==> src/rtl/avalon_bridge.sv <==
// avalon_bridge: bridges a simple CPU request/done bus onto an Avalon-MM master.
// One transaction at a time. The bridge registers the CPU request in IDLE.
// It then holds read or write in RD/WR until the slave drops wait_request.
// After that it pulses Done for one cycle and returns to IDLE.
// Addresses up to MEM_END_WORD_ADDR are memory words and are scaled by
// BYTE_PER_WORD. Addresses above it form an unscaled I/O window.
// Optional feature: define AVALON_BRIDGE_TIMEOUT_EN to abort a transaction
// (Done with Err) after TIMEOUT_CYC wait-request cycles.
//
// Handshake: the bridge asserts avalon_read/avalon_write and holds address,
// writedata and byteenable steady. The transfer completes on the first rising
// edge where avalon_wait_request is 0.
module avalon_bridge #(
    parameter int          DATA_W            = 16,
    parameter int          ADDR_W            = 16,
    parameter int unsigned MEM_END_WORD_ADDR = 16'h80,
    parameter int unsigned BYTE_PER_WORD     = 4,
    parameter int unsigned TIMEOUT_CYC       = 255
) (
    input  logic              Clock,
    input  logic              Reset,
    input  logic              Req,
    input  logic              W,
    input  logic [ADDR_W-1:0] ADDR,
    input  logic [DATA_W-1:0] DOUT,
    output logic [DATA_W-1:0] DIN,
    output logic              Busy,
    output logic              Done,
    output logic              Err,
    input  logic              avalon_wait_request,
    input  logic [31:0]       avalon_readdata,
    output logic              avalon_read,
    output logic              avalon_write,
    output logic [31:0]       avalon_address,
    output logic [31:0]       avalon_writedata,
    output logic [3:0]        avalon_byteenable,
    output logic [1:0]        state_dbg
);

    typedef enum logic [1:0] {
        IDLE = 2'd0,
        RD   = 2'd1,
        WR   = 2'd2,
        DONE = 2'd3
    } state_t;

    localparam int         BE_N    = (DATA_W + 7) / 8;
    localparam logic [4:0] BE_MASK = 5'((1 << BE_N) - 1);

    state_t            state;
    state_t            state_nxt;
    logic [ADDR_W-1:0] addr_q;
    logic [DATA_W-1:0] dout_q;
    logic [31:0]       addr32;
    logic              mem_hit;
    logic              accept;
    logic              in_xfer;
    logic              timeout_hit;

    assign accept  = (state == IDLE) && Req;
    assign in_xfer = (state == RD) || (state == WR);

    // State register
    always_ff @(posedge Clock) begin
        if (Reset) state <= IDLE;
        else       state <= state_nxt;
    end

    // Next-state: slave completion or timeout abort both go through DONE
    always_comb begin
        state_nxt = state;
        case (state)
            IDLE: if (Req) state_nxt = W ? WR : RD;
            RD:   if (!avalon_wait_request || timeout_hit) state_nxt = DONE;
            WR:   if (!avalon_wait_request || timeout_hit) state_nxt = DONE;
            DONE: state_nxt = IDLE;
            default: state_nxt = IDLE;
        endcase
    end

    // Capture the CPU request on accept; load read data on a completed read
    always_ff @(posedge Clock) begin
        if (Reset) begin
            addr_q <= '0;
            dout_q <= '0;
            DIN    <= '0;
        end else begin
            if (accept) begin
                addr_q <= ADDR;
                dout_q <= DOUT;
            end
            if ((state == RD) && !avalon_wait_request)
                DIN <= avalon_readdata[DATA_W-1:0];
        end
    end

`ifdef AVALON_BRIDGE_TIMEOUT_EN
    logic [31:0] to_cnt;
    logic        err_q;

    assign timeout_hit = in_xfer && avalon_wait_request &&
                         (to_cnt == (32'(TIMEOUT_CYC) - 32'd1));
    assign Err = err_q;

    // Wait-cycle counter and sticky abort flag (cleared by the next accepted Req)
    always_ff @(posedge Clock) begin
        if (Reset) begin
            to_cnt <= '0;
            err_q  <= 1'b0;
        end else begin
            if (accept) begin
                to_cnt <= '0;
                err_q  <= 1'b0;
            end else if (in_xfer && avalon_wait_request) begin
                to_cnt <= to_cnt + 32'd1;
            end
            if (timeout_hit) err_q <= 1'b1;
        end
    end
`else
    logic [31:0] unused_timeout;
    assign unused_timeout = 32'(TIMEOUT_CYC);
    assign timeout_hit    = 1'b0;
    assign Err            = 1'b0;
`endif

    // The upper read-data bits beyond DATA_W are intentionally dropped
    logic unused_rdata;
    assign unused_rdata = &{1'b0, avalon_readdata};

    // Memory window scales word addresses to bytes; the I/O window passes through
    assign addr32         = 32'(addr_q);
    assign mem_hit        = addr32 <= 32'(MEM_END_WORD_ADDR);
    assign avalon_address = mem_hit ? (addr32 * 32'(BYTE_PER_WORD)) : addr32;

    assign avalon_writedata  = 32'(dout_q);
    assign avalon_byteenable = BE_MASK[3:0];
    assign avalon_read       = (state == RD);
    assign avalon_write      = (state == WR);
    assign Busy              = (state != IDLE);
    assign Done              = (state == DONE);
    assign state_dbg         = state;

endmodule

==> config.mk <==
export PLATFORM = sky130hd
export DESIGN_NAME = avalon_bridge
export DESIGN_NICKNAME = d
export VERILOG_FILES = /design/src/rtl/avalon_bridge.sv
export SDC_FILE = /design/constraint.sdc
export NUM_CORES = 1
export LEC_CHECK = 0
export ABC_AREA = 1
export BUFFER_PORTS_ARGS = -buffer_cell sky130_fd_sc_hd__buf_2
export CAP_MARGIN = 20
export CORE_ASPECT_RATIO = 0.9
export CORE_UTILIZATION = 41
export CTS_BUF_LIST = sky130_fd_sc_hd__clkbuf_8
export DETAILED_ROUTE_END_ITERATION = 6
export PLACE_DENSITY_LB_ADDON = 0.15
export SLEW_MARGIN = 0
export SYNTH_ARGS = -nofsm -noshare
export SYNTH_HDL_FRONTEND = slang
export SYNTH_SLANG_ARGS = --single-unit
==> constraint.sdc <==
create_clock -name Clock -period 1.8 [get_ports Clock]
set_input_delay 0.18 -clock Clock [delete_from_list [all_inputs] [get_ports Clock]]
set_output_delay 0.18 -clock Clock [all_outputs]
set_load 0.05 [all_outputs]
Word level (Yosys, flattened, before mapping):

Index checks and enable logic that the tools add are counted.

* register bits: 50
* latch bits: 0
* RAM bits: 0
* memory bits (read-only): 0
* input bits: 69
* output and inout port bits: 91
* word-level logic and storage cells: 22
* memories: 0

* $add $sub $neg: 0
* multipliers: 0
* divide/modulo/power cells: 0
* magnitude comparators: 1
* eq/ne operators: 5
* shift-type cells: 0
* muxes and demuxes: 5
* bitwise logic cells: 0
* reductions and logical operators: 7

Operator list (count)
* 18-bit two-way mux: 1
* 16-bit by 8-bit <= comparator with 1-bit output, second input constant: 1
* 2-bit two-way mux: 3
* 2-bit case mux with 3 select lines: 1
* 2-bit == test, second input constant: 2
* 2-bit inequality test, second input constant: 2
* 2-bit by 1-bit == test with 1-bit output, second input constant: 1
* 1-bit logical AND: 2
* 2-bit logical NOT: 1
* 2-bit AND reduction: 1
* 2-bit nonzero test: 1
* 2-bit OR reduction: 1
* 1-bit logical NOT: 1

Longest topological paths before layout:

Gate-level depths: netlist of the first run.

* word-level depth: 4
* depth in mapped cells: 8
* depth with buffers taken out: 7

Worst setup path before layout of the first run:

No wires, ideal clock.

* kind: reg2reg
* start: reg state[0] (netlist: state_dbg[0])
* end: reg DIN[10]
* library setup time: 0.116 ns
* data arrival time: 1.891 ns
* required time: 1.684 ns
* path slack: -0.207 ns
* stages on the path, launching flop included: 8
* buffers on the path: 1
* clock period less this slack: 2.007 ns
* cells stage by stage: dfxtp_1 -> ha_1 -> inv_1 -> nor2_2 -> inv_2 -> buf_6 -> nor2_1 -> nor2_1

* word-level cells in the longest chain between the ends: 2

Ends and longest elaborated chain
* start, declared: RTL line 50 `state_t state;`
* start signal, assigned: RTL line 66 `else state <= state_nxt;`
* 2-bit by 1-bit == test with 1-bit output
* named net avalon_read: RTL line 32 `output logic avalon_read,`
* 1-bit logical AND: RTL line 92 `if ((state == RD) && !avalon_wait_request)`
* end signal, assigned: RTL line 93 `DIN <= avalon_readdata[DATA_W-1:0];`
* end, declared: RTL line 26 `output logic [DATA_W-1:0] DIN,`

The timed path passes the listed nets, and every way through them passes these cells.
A chain may end at the register's enable or synchronous reset.

Worst setup path after layout of the first run:

* start: reg addr_q[12]
* end: out avalon_address[8]

* word-level cells in the longest chain between the ends: 2

Ends and longest elaborated chain
* start, declared: RTL line 52 `logic [ADDR_W-1:0] addr_q;`
* start signal, assigned: RTL line 84 `addr_q <= '0;`
* start signal, assigned: RTL line 89 `addr_q <= ADDR;`
* 16-bit by 8-bit <= comparator with 1-bit output: RTL line 133 `assign mem_hit = addr32 <= 32'(MEM_END_WORD_ADDR);`
* 18-bit two-way mux: RTL line 134 `assign avalon_address = mem_hit ? (addr32 * 32'(BYTE_PER_WORD)) : addr32;`
* end, declared: RTL line 34 `output logic [31:0] avalon_address,`

Every way passes these cells.

==> results of run 1 <==
[report_power, final]
part / leakage, nW / total (W) / switching [W] / internal, W
logic: 1.16 / 0.00199 / 0.00154 / 0.000446
clock network: 0.0556 / 0.000778 / 0.000368 / 0.000409
registers: 0.413 / 0.00143 / 0.000123 / 0.00130
[synthesized netlist by cell type]
library cell,number,share of area (%)
clkinv_1,1,0.16
clkbuf_2,1,0.21
clkbuf_1,8,1.3
inv_1,15,2.4
dfxtp_1,50,42
nor2_1,91,14
nand2_1,23,3.6
buf_4,39,12
o21ai_0,49,10
nand3_1,10,2.1
ha_1,5,2.6
nand2_4,2,0.94
buf_2,7,1.5
conb_1,2,0.31
nor2_8,1,0.84
inv_2,3,0.47
nor2_2,5,1.3
nand2_2,3,0.78
o21ai_1,4,0.84
buf_6,1,0.47
a21oi_1,8,1.7
[worst max-delay path: stages, from the launching register on]
cell     delay (ns)
dfxtp_1        0.34
nor2_2         0.12
nand2_2        0.10
nor2_8         0.20
nand3_1        0.11
nand2_1        0.06
buf_2          0.25
[metrics by stage]
| step | util (%) | total power, W |
|---|---|---|
| 2_1_floorplan | - | 0.00312 |
| 3_3_place_gp | 50.0 | 0.00343 |
| 3_5_place_dp | 50.0 | 0.00345 |
| 4_1_cts | 51.9 | 0.00424 |
| 5_1_grt | 51.9 | 0.00447 |
| 6_report | 51.9 | 0.00419 |
[worst max path at each step]
stage                        endpoint  slack (ns)
finish              avalon_address[8]        0.15
global route        avalon_address[8]        0.02
CTS                 avalon_address[8]        0.11
detailed placement          dout_q[7]        0.38
global placement            addr_q[2]        0.43
floorplan                state_dbg[0]        0.13
[sequential cells by signal (all words and copies together), names as in the netlist]
signal     count
dout_q        16
state_dbg      2
DIN           16
addr_q        16
[area by class of cell]
type,instances,share of cell area [%]
multi-input combinational,238,36.7
sequential,50,34.1
timing repair buffer,112,20.0
tap,70,2.98
inverter,19,2.43
clock buffer,5,2.34
clock inverter,3,1.40
[per-layer routing]
metal | track usage [%] | part of all wire [%] | routed length [um] | vias up
li1 | - | - | - | 1141
met1 | 20.2 | 45 | 2380 | 933
met2 | 29.6 | 46 | 2430 | 75
met3 | 6.01 | 7.9 | 418 | 2
met4 | 5.17 | 0.61 | 32 | 0
met5 | 0 | 0 | 0 | -
[logic make-up (layout without fill, tap and decap cells)]
| family | after synthesis | count (layout) |
|---|---|---|
| DFF | 50 | 50 |
| adders and majority gates | 5 | 5 |
| AOI/OAI and AO/OA | 61 | 61 |
| buffers and inverters | 75 | 139 |
| and+or+nand+nor | 135 | 135 |
| other | 2 | 37 |
==> metrics.yaml, run 1 <==
floorplan:
  die_y_um: 74.5
  num_rows: 26
  die_area_um2: 6140
  start_util_pct: 42.3
  dieWidth_um: 82.5
  ios: 160
  core_area_um2: 5660
sta:
  fmax_mhz: 605
  setup-violations-final: 0
  rsz0062_at_grt: "no"
  finalCritPeriodShare_pct: 91.9
  post-route-min-period_ns: 1.65
  finalHoldViolations: 0
  final_max_slew_viol_count: 0
  skew_ns: 0.00605
  hold_ws_ns: 0.0762
  setup_tns_ns: 0
  worst_slack_ns: 0.146
status:
  status: "finished, final reports clean"
clock_network:
  clk_latency_ns: 0.29
  cts-root-buf: "clkbuf_8"
  cts_inserted_buffers: 5
  clock_path_buffers: 2
  cts_tree: "built"
  clk_pin_slew_ns: 0.09
  htreeDepth: 2
  numClockSinks: 50
  cts_resized: 0
  postCtsSetupBuffers: 0
  hold_buffers: 0
synth:
  synth_xor_area_share_pct: 0
  synth-adder-area-share_pct: 2.62
  synth_top_family_by_area: "simple AND/OR/NAND/NOR gates"
  synth-compound-area-share_pct: 12.8
  synthMuxAreaShare_pct: 0
  synth_warnings: 0
  synth_cells: 328
  avgSynthCellArea_um2: 7.29
  mappedNetlistArea_um2: 2390
  synth-seq-cells: 50
  synthSimpleGateAreaFrac_pct: 23.8
  seq_area_frac_synth_pct: 41.8
  yosysUniqueCellTypes: 21
worst_setup_path:
  reg2reg_slack_ns: 0.37
  worstPathArrival_ns: 1.47
  worstPathMaxFanout: 9
  timing.rr.start: "state_dbg[0]"
  worstReg2RegEnd: "addr_q[6]"
  crit_start: "addr_q[12]"
  r2r_cells: 6
  path_class: "flop to primary output"
  cp-start-kind: "flop"
  crit_required_ns: 1.62
  crit_path_end_kind: "primary output"
cells_and_area:
  nets: 500
  final_cells: 497
  multi_input_area_um2: 1080
  syn_to_final_growth_pct: 22.9
  seqCellArea_um2: 1000
  num_antenna_cells: 0
  layout_common_cells: "buf_2, nor2_1, o21ai_0"
  drive_gt1_share_pct: 31.9
  fill_cells: 634
  final_common_cell: "buf_2"
  final_area_um2: 2940
routing:
  dr.pass1.iters: 4
  wl_per_cell_um: 10.6
  via_per_inst: 4.33
  wl_um: 5270
  postRouteAntennaNets: 0
  drc: 0
  vias: 2151
  drt_iter0_markers: 61
global_routing:
  antenna_found_initial: 0
  track_usage_pct: 17.2
  grt_overflow: 0
  grt_pass1_wl_um: 8060
  grt_max_degree: 30
  grt_pass1_vias: 1853
min_path:
  whs_path_depth: 2
  hold_path_end: "state_dbg[1]"
  hp-start: "Reset"
  worstHoldPathType: "input port to flop"
power_and_ir_drop:
  p_leak_nw: 1.63
  vdd_drop_max_mv: 0.699
  p_per_area_nw_per_um2: 1430
place:
  hpwl_um: 3890
  port_buffers: 106
  dpl_worst_slack_ns: 0.381
  placed_area_um2: 2830
  place_congestion: 0.796
  dp_cells: 489
job:
  drv_cap: 0
Note: power is estimated with default switching activity, not from simulation.
==> run 2: changes to the inputs <==
--- a/config.mk
+++ b/config.mk
@@ -5,7 +5,7 @@
 export SDC_FILE = /design/constraint.sdc
 export NUM_CORES = 1
 export LEC_CHECK = 0
-export ABC_AREA = 1
+export ABC_AREA = 0
 export BUFFER_PORTS_ARGS = -buffer_cell sky130_fd_sc_hd__buf_2
 export CAP_MARGIN = 20
 export CORE_ASPECT_RATIO = 0.9
==> metrics.yaml, run 2 <==
status:
  status: "finished with violations"
  violations: "negative setup slack"
floorplan:
  dieWidth_um: 80.9
  die_area_um2: 5910
  num_rows: 25
  die_y_um: 73.0
  start_util_pct: 43.2
  ios: 160
  core_area_um2: 5320
worst_setup_path:
  worstReg2RegEnd: "addr_q[14]"
  path_class: "flop to primary output"
  max_stage_delay_ns: 0.56
  crit_chain: "or4_4, or4_4, a22o_2, buf_6"
  r2r_cells: 6
  cpLargestDelayFamily: "simple AND/OR/NAND/NOR gates"
  cp_num_buf_inv: 1
  timing.rr.start: "state_dbg[1]"
  worstPathMaxFanout: 3
  path_common_cell: "or4_4"
  crit_path_end_kind: "primary output"
  cp.depth: 4
  worstPathArrival_ns: 2.11
  reg2reg_slack_ns: 0.42
  crit_required_ns: 1.62
  cp-start-kind: "flop"
  slowest_stage: "or4_4"
routing:
  postRouteAntennaNets: 0
  wl_per_cell_um: 11.1
  drc: 0
  wl_um: 5210
  dr.pass1.iters: 4
  vias: 2115
  via_per_inst: 4.49
  drt_iter0_markers: 74
global_routing:
  grt_pass1_wl_um: 8060
  grt_pass1_vias: 1850
  track_usage_pct: 17.9
  antenna_found_initial: 0
  grt_max_degree: 33
  grt_overflow: 0
synth:
  synth_cells: 295
  synthArstFlopShare_pct: 0
  avgSynthCellArea_um2: 7.79
  synth_largest_area_cell: "dfxtp_1"
  synth_edf_count: 0
  netlist_top_cells_area: "dfxtp_1, nand2_1, buf_4"
  synth-seq-cells: 50
  synth_warnings: 0
  yosysUniqueCellTypes: 23
  synth_most_common_cell: "nand2_1"
  yosys-top-cells-count: "nand2_1, a21oi_1, dfxtp_1"
  mappedNetlistArea_um2: 2300
  synthDominantCellAreaShare_pct: 43.6
  seq_area_frac_synth_pct: 43.6
  synthFlopType: "dfxtp_1"
min_path:
  hp-start: "DOUT[11]"
  worstHoldPathType: "input port to flop"
  hold_path_end: "dout_q[11]"
  whs_path_depth: 3
clock_network:
  htreeDepth: 2
  clk_pin_slew_ns: 0.09
  cts-root-buf: "clkbuf_8"
  numClockSinks: 50
  clk_latency_ns: 0.30
  cts_inserted_buffers: 5
  cts_tree: "built"
  clock_path_buffers: 2
sta:
  worst_slack_ns: -0.487
  final_max_slew_viol_count: 0
  rsz0062_at_grt: "yes"
  fmax_mhz: 437
  post-route-min-period_ns: 2.29
  setup-violations-final: 10
  finalHoldViolations: 0
  finalCritPeriodShare_pct: 127
  hold_ws_ns: 0.108
  skew_ns: 0.00376
cells_and_area:
  final_common_cell: "nand2_1"
  num_antenna_cells: 0
  syn_to_final_growth_pct: 34.1
  layout_common_cells: "nand2_1, buf_2, a21oi_1"
  reg_top3: "DIN: 16 flops, addr_q: 16 flops, dout_q: 16 flops"
  drive_gt1_share_pct: 37.9
  fill_cells: 529
  nets: 477
job:
  drv_cap: 0
power_and_ir_drop:
  p_per_area_nw_per_um2: 1460
  p_leak_nw: 1.53
  vdd_drop_max_mv: 0.983
  finalPower_w: 0.00451
place:
  place_congestion: 0.697
  dpl_worst_slack_ns: -0.207
  port_buffers: 106
  hpwl_um: 3710
-- run 2: what timing repair did --
item,in CTS,in global routing
hold buffers,0,0
buffers inserted,1,1
resized for setup,31,3
gates cloned,1,0
endpoints found under the setup margin,10,10
pin swaps,1,1
-- run 2: cell families (layout without fill, tap and decap cells) --
logic type	Yosys count	after routing	synth area share [%]
AOI/OAI and AO/OA	56	56	12.9
adders and majority gates	5	5	2.72
buffers and inverters	64	138	16.8
DFF	50	50	43.6
muxes	6	6	2.89
other	2	37	0.327
and+or+nand+nor	112	112	20.8
-- run 2: worst max path at each step --
stage                           from                 to  slack [ns]
after floorplan           addr_q[15]  avalon_address[9]       -0.12
after global placement    addr_q[15]  avalon_address[7]       -0.19
after detailed placement  addr_q[15]  avalon_address[7]       -0.21
after CTS                 addr_q[15]  avalon_address[7]       -0.51
after global routing      addr_q[15]  avalon_address[7]       -0.55
final                     addr_q[15]  avalon_address[7]       -0.49
-- run 2: through the flow --
| stage | instance area (um2) | TNS (ns) | util, % | cells |
|---|---|---|---|---|
| 5_1_grt | 3080 | -4.39 | 57.9 | 471 |
| 3_3_place_gp | 2880 | -0.976 | 54.2 | 462 |
| 4_1_cts | 3100 | -4.00 | 58.3 | 472 |
| 2_1_floorplan | 2460 | -0.787 | - | 330 |
| 3_5_place_dp | 2880 | -1.09 | 54.2 | 462 |
| 6_report | 3080 | -3.78 | 57.9 | 471 |
-- run 2: metal layers --
metal	part of all wire [%]	global-route usage, %	vias to the layer above	wire length (um)
li1	-	-	1079	-
met2	50	32.2	78	2580
met1	44	20.6	950	2280
met3	5.1	3.75	8	265
met4	1.5	7.14	0	78
met5	0	0	-	0
-- run 2: final cells by class --
class,instances,area (um2),area share [%]
Multi-Input combinational cell,216,1090,35.3
Inverter,4,15.0,0.487
Clock buffer,6,82.6,2.68
Sequential cell,50,1010,32.7
Clock inverter,2,8.76,0.284
Timing Repair Buffer,126,796,25.8
Tap cell,67,83.8,2.72
-- run 2: worst register-to-register path: stages, from the launching register on --
cell and delay [ns]:
dfxtp_2 0.35, inv_1 0.14, ha_1 0.22, and2_1 0.19
buf_12 0.20, nand2_1 0.09, a21oi_1 0.13
-- run 2: power by group --
part | switching [W] | leakage [nW] | internal, W
Clock | 0.000348 | 0.0524 | 0.000305
Sequential | 0.000102 | 0.410 | 0.00128
Combinational | 0.00167 | 1.06 | 0.000797
Total | 0.00212 | 1.53 | 0.00238
==> run 3: changes to the inputs <==
==> constraint.sdc (replaced) <==
create_clock -name Clock -period 1.8 [get_ports Clock]
set_input_delay 0.27 -clock Clock [delete_from_list [all_inputs] [get_ports Clock]]
set_output_delay 0.27 -clock Clock [all_outputs]
set_load 0.05 [all_outputs]
==> metrics.yaml, run 3 (synthesized netlist as in run 2, its figures left out) <==
sta:
  setup_tns_ns: -4.35
  setup-violations-final: 10
  finalHoldViolations: 0
  finalCritPeriodShare_pct: 131
  rsz0062_at_grt: "yes"
  fmax_mhz: 424
  worst_slack_ns: -0.557
  post-route-min-period_ns: 2.36
  final_max_slew_viol_count: 0
  skew_ns: 0.00292
clock_network:
  clk_latency_ns: 0.29
  cts-root-buf: "clkbuf_8"
  clk_pin_slew_ns: 0.08
  clock_path_buffers: 2
  cts_tree: "built"
  htreeDepth: 2
  cts_inserted_buffers: 5
  numClockSinks: 50
worst_setup_path:
  path_class: "flop to primary output"
  crit_required_ns: 1.53
  cp-start-kind: "flop"
  worstPathMaxFanout: 3
  worstPathArrival_ns: 2.09
  crit_path_end_kind: "primary output"
floorplan:
  die_area_um2: 5910
  num_rows: 25
  start_util_pct: 43.2
  core_area_um2: 5320
  die_y_um: 73.0
  dieWidth_um: 80.9
  ios: 160
cells_and_area:
  fin_util_pct: 58.7
  fill_cells: 502
  multi_input_area_um2: 1100
  syn_to_final_growth_pct: 35.8
  nets: 479
  final_cells: 471
  reg_top3: "DIN: 16 flops, addr_q: 16 flops, dout_q: 16 flops"
  drive_gt1_share_pct: 38.1
  num_antenna_cells: 0
  layout_common_cells: "nand2_1, buf_2, a21oi_1"
  seqCellArea_um2: 1010
  final_common_cell: "nand2_1"
global_routing:
  track_usage_pct: 17.9
  grt_max_degree: 33
  grt_pass1_vias: 1832
  grt_pass1_wl_um: 8120
  antenna_found_initial: 0
  grt_overflow: 0
status:
  violations: "negative setup slack"
  status: "finished with violations"
routing:
  wl_per_cell_um: 10.9
  dr.pass1.iters: 4
  via_per_inst: 4.48
  vias: 2110
  wl_um: 5140
  drt_iter0_markers: 64
  drc: 0
  postRouteAntennaNets: 0
place:
  hpwl_um: 3690
  dp_cells: 463
  place_congestion: 0.737
  port_buffers: 106
job:
  drv_cap: 0
power_and_ir_drop:
  p_leak_nw: 1.53
  finalPower_w: 0.00455
  p_per_area_nw_per_um2: 1460
  vdd_drop_max_mv: 1.03
min_path:
  worstHoldPathType: "input port to flop"
[run 3: changes by cell type in the layout (fill, tap and decap cells not counted), sizes merged]
| cell | before | now |
|---|---|---|
| buf | 126 | 128 |
| clkinv | 1 | 0 |
| inv | 5 | 4 |
[run 3: final cells by class]
| cell class | count | share of cell area, % |
|---|---|---|
| clock buffer | 6 | 2.65 |
| timing repair buffer | 128 | 26.7 |
| multi-input combinational | 216 | 35.2 |
| inverter | 4 | 0.481 |
| sequential | 50 | 32.2 |
| tap | 67 | 2.69 |
[run 3: metal layers]
metal	vias up	global-route usage [%]	wire, um
met5	-	0	0
met4	0	7.34	82
met3	8	3.88	277
met2	85	31.0	2450
met1	931	21.2	2320
li1	1086	-	-
[run 3: power breakdown]
part / leakage (nW) / internal, W / switching [W]
Sequential: 0.410 / 0.00128 / 0.0000999
Combinational: 1.08 / 0.000853 / 0.00169
Clock: 0.0431 / 0.000297 / 0.000334
Total: 1.53 / 0.00243 / 0.00212
[run 3: metrics by stage]
step                instance area, um2  setup slack (ns)  hold WS (ns)
finish                            3120            -0.557         0.201
global route                      3120            -0.625         0.192
detailed placement                2910            -0.298         0.444
CTS                               3090            -0.563         0.193
floorplan                         2460            -0.209         0.406
global placement                  2910            -0.290         0.440
[run 3: final timing paths]
path                     start                end  slack [ns]  depth (start not counted)
setup / recovery    addr_q[15]  avalon_address[7]       -0.56                          4
hold / removal        ADDR[15]         addr_q[15]        0.20                          3
setup reg to reg  state_dbg[0]          addr_q[5]        0.41                          6
hold reg to reg        DIN[13]            DIN[13]        0.45                          2
[run 3: worst max-delay path: stages, from the launching register on]
cell and delay, ns:
dfxtp_2 0.32, or4_4 0.56, or4_4 0.53, a22o_2 0.24
buf_6 0.15
[run 3: what timing repair did]
action                     4_1_cts  5_1_grt
resized for setup               27        9
buffers inserted                 2        0
hold buffers                     0        0
pin swaps                        2        4
setup endpoints to repair       10       10
gates cloned                     0        0
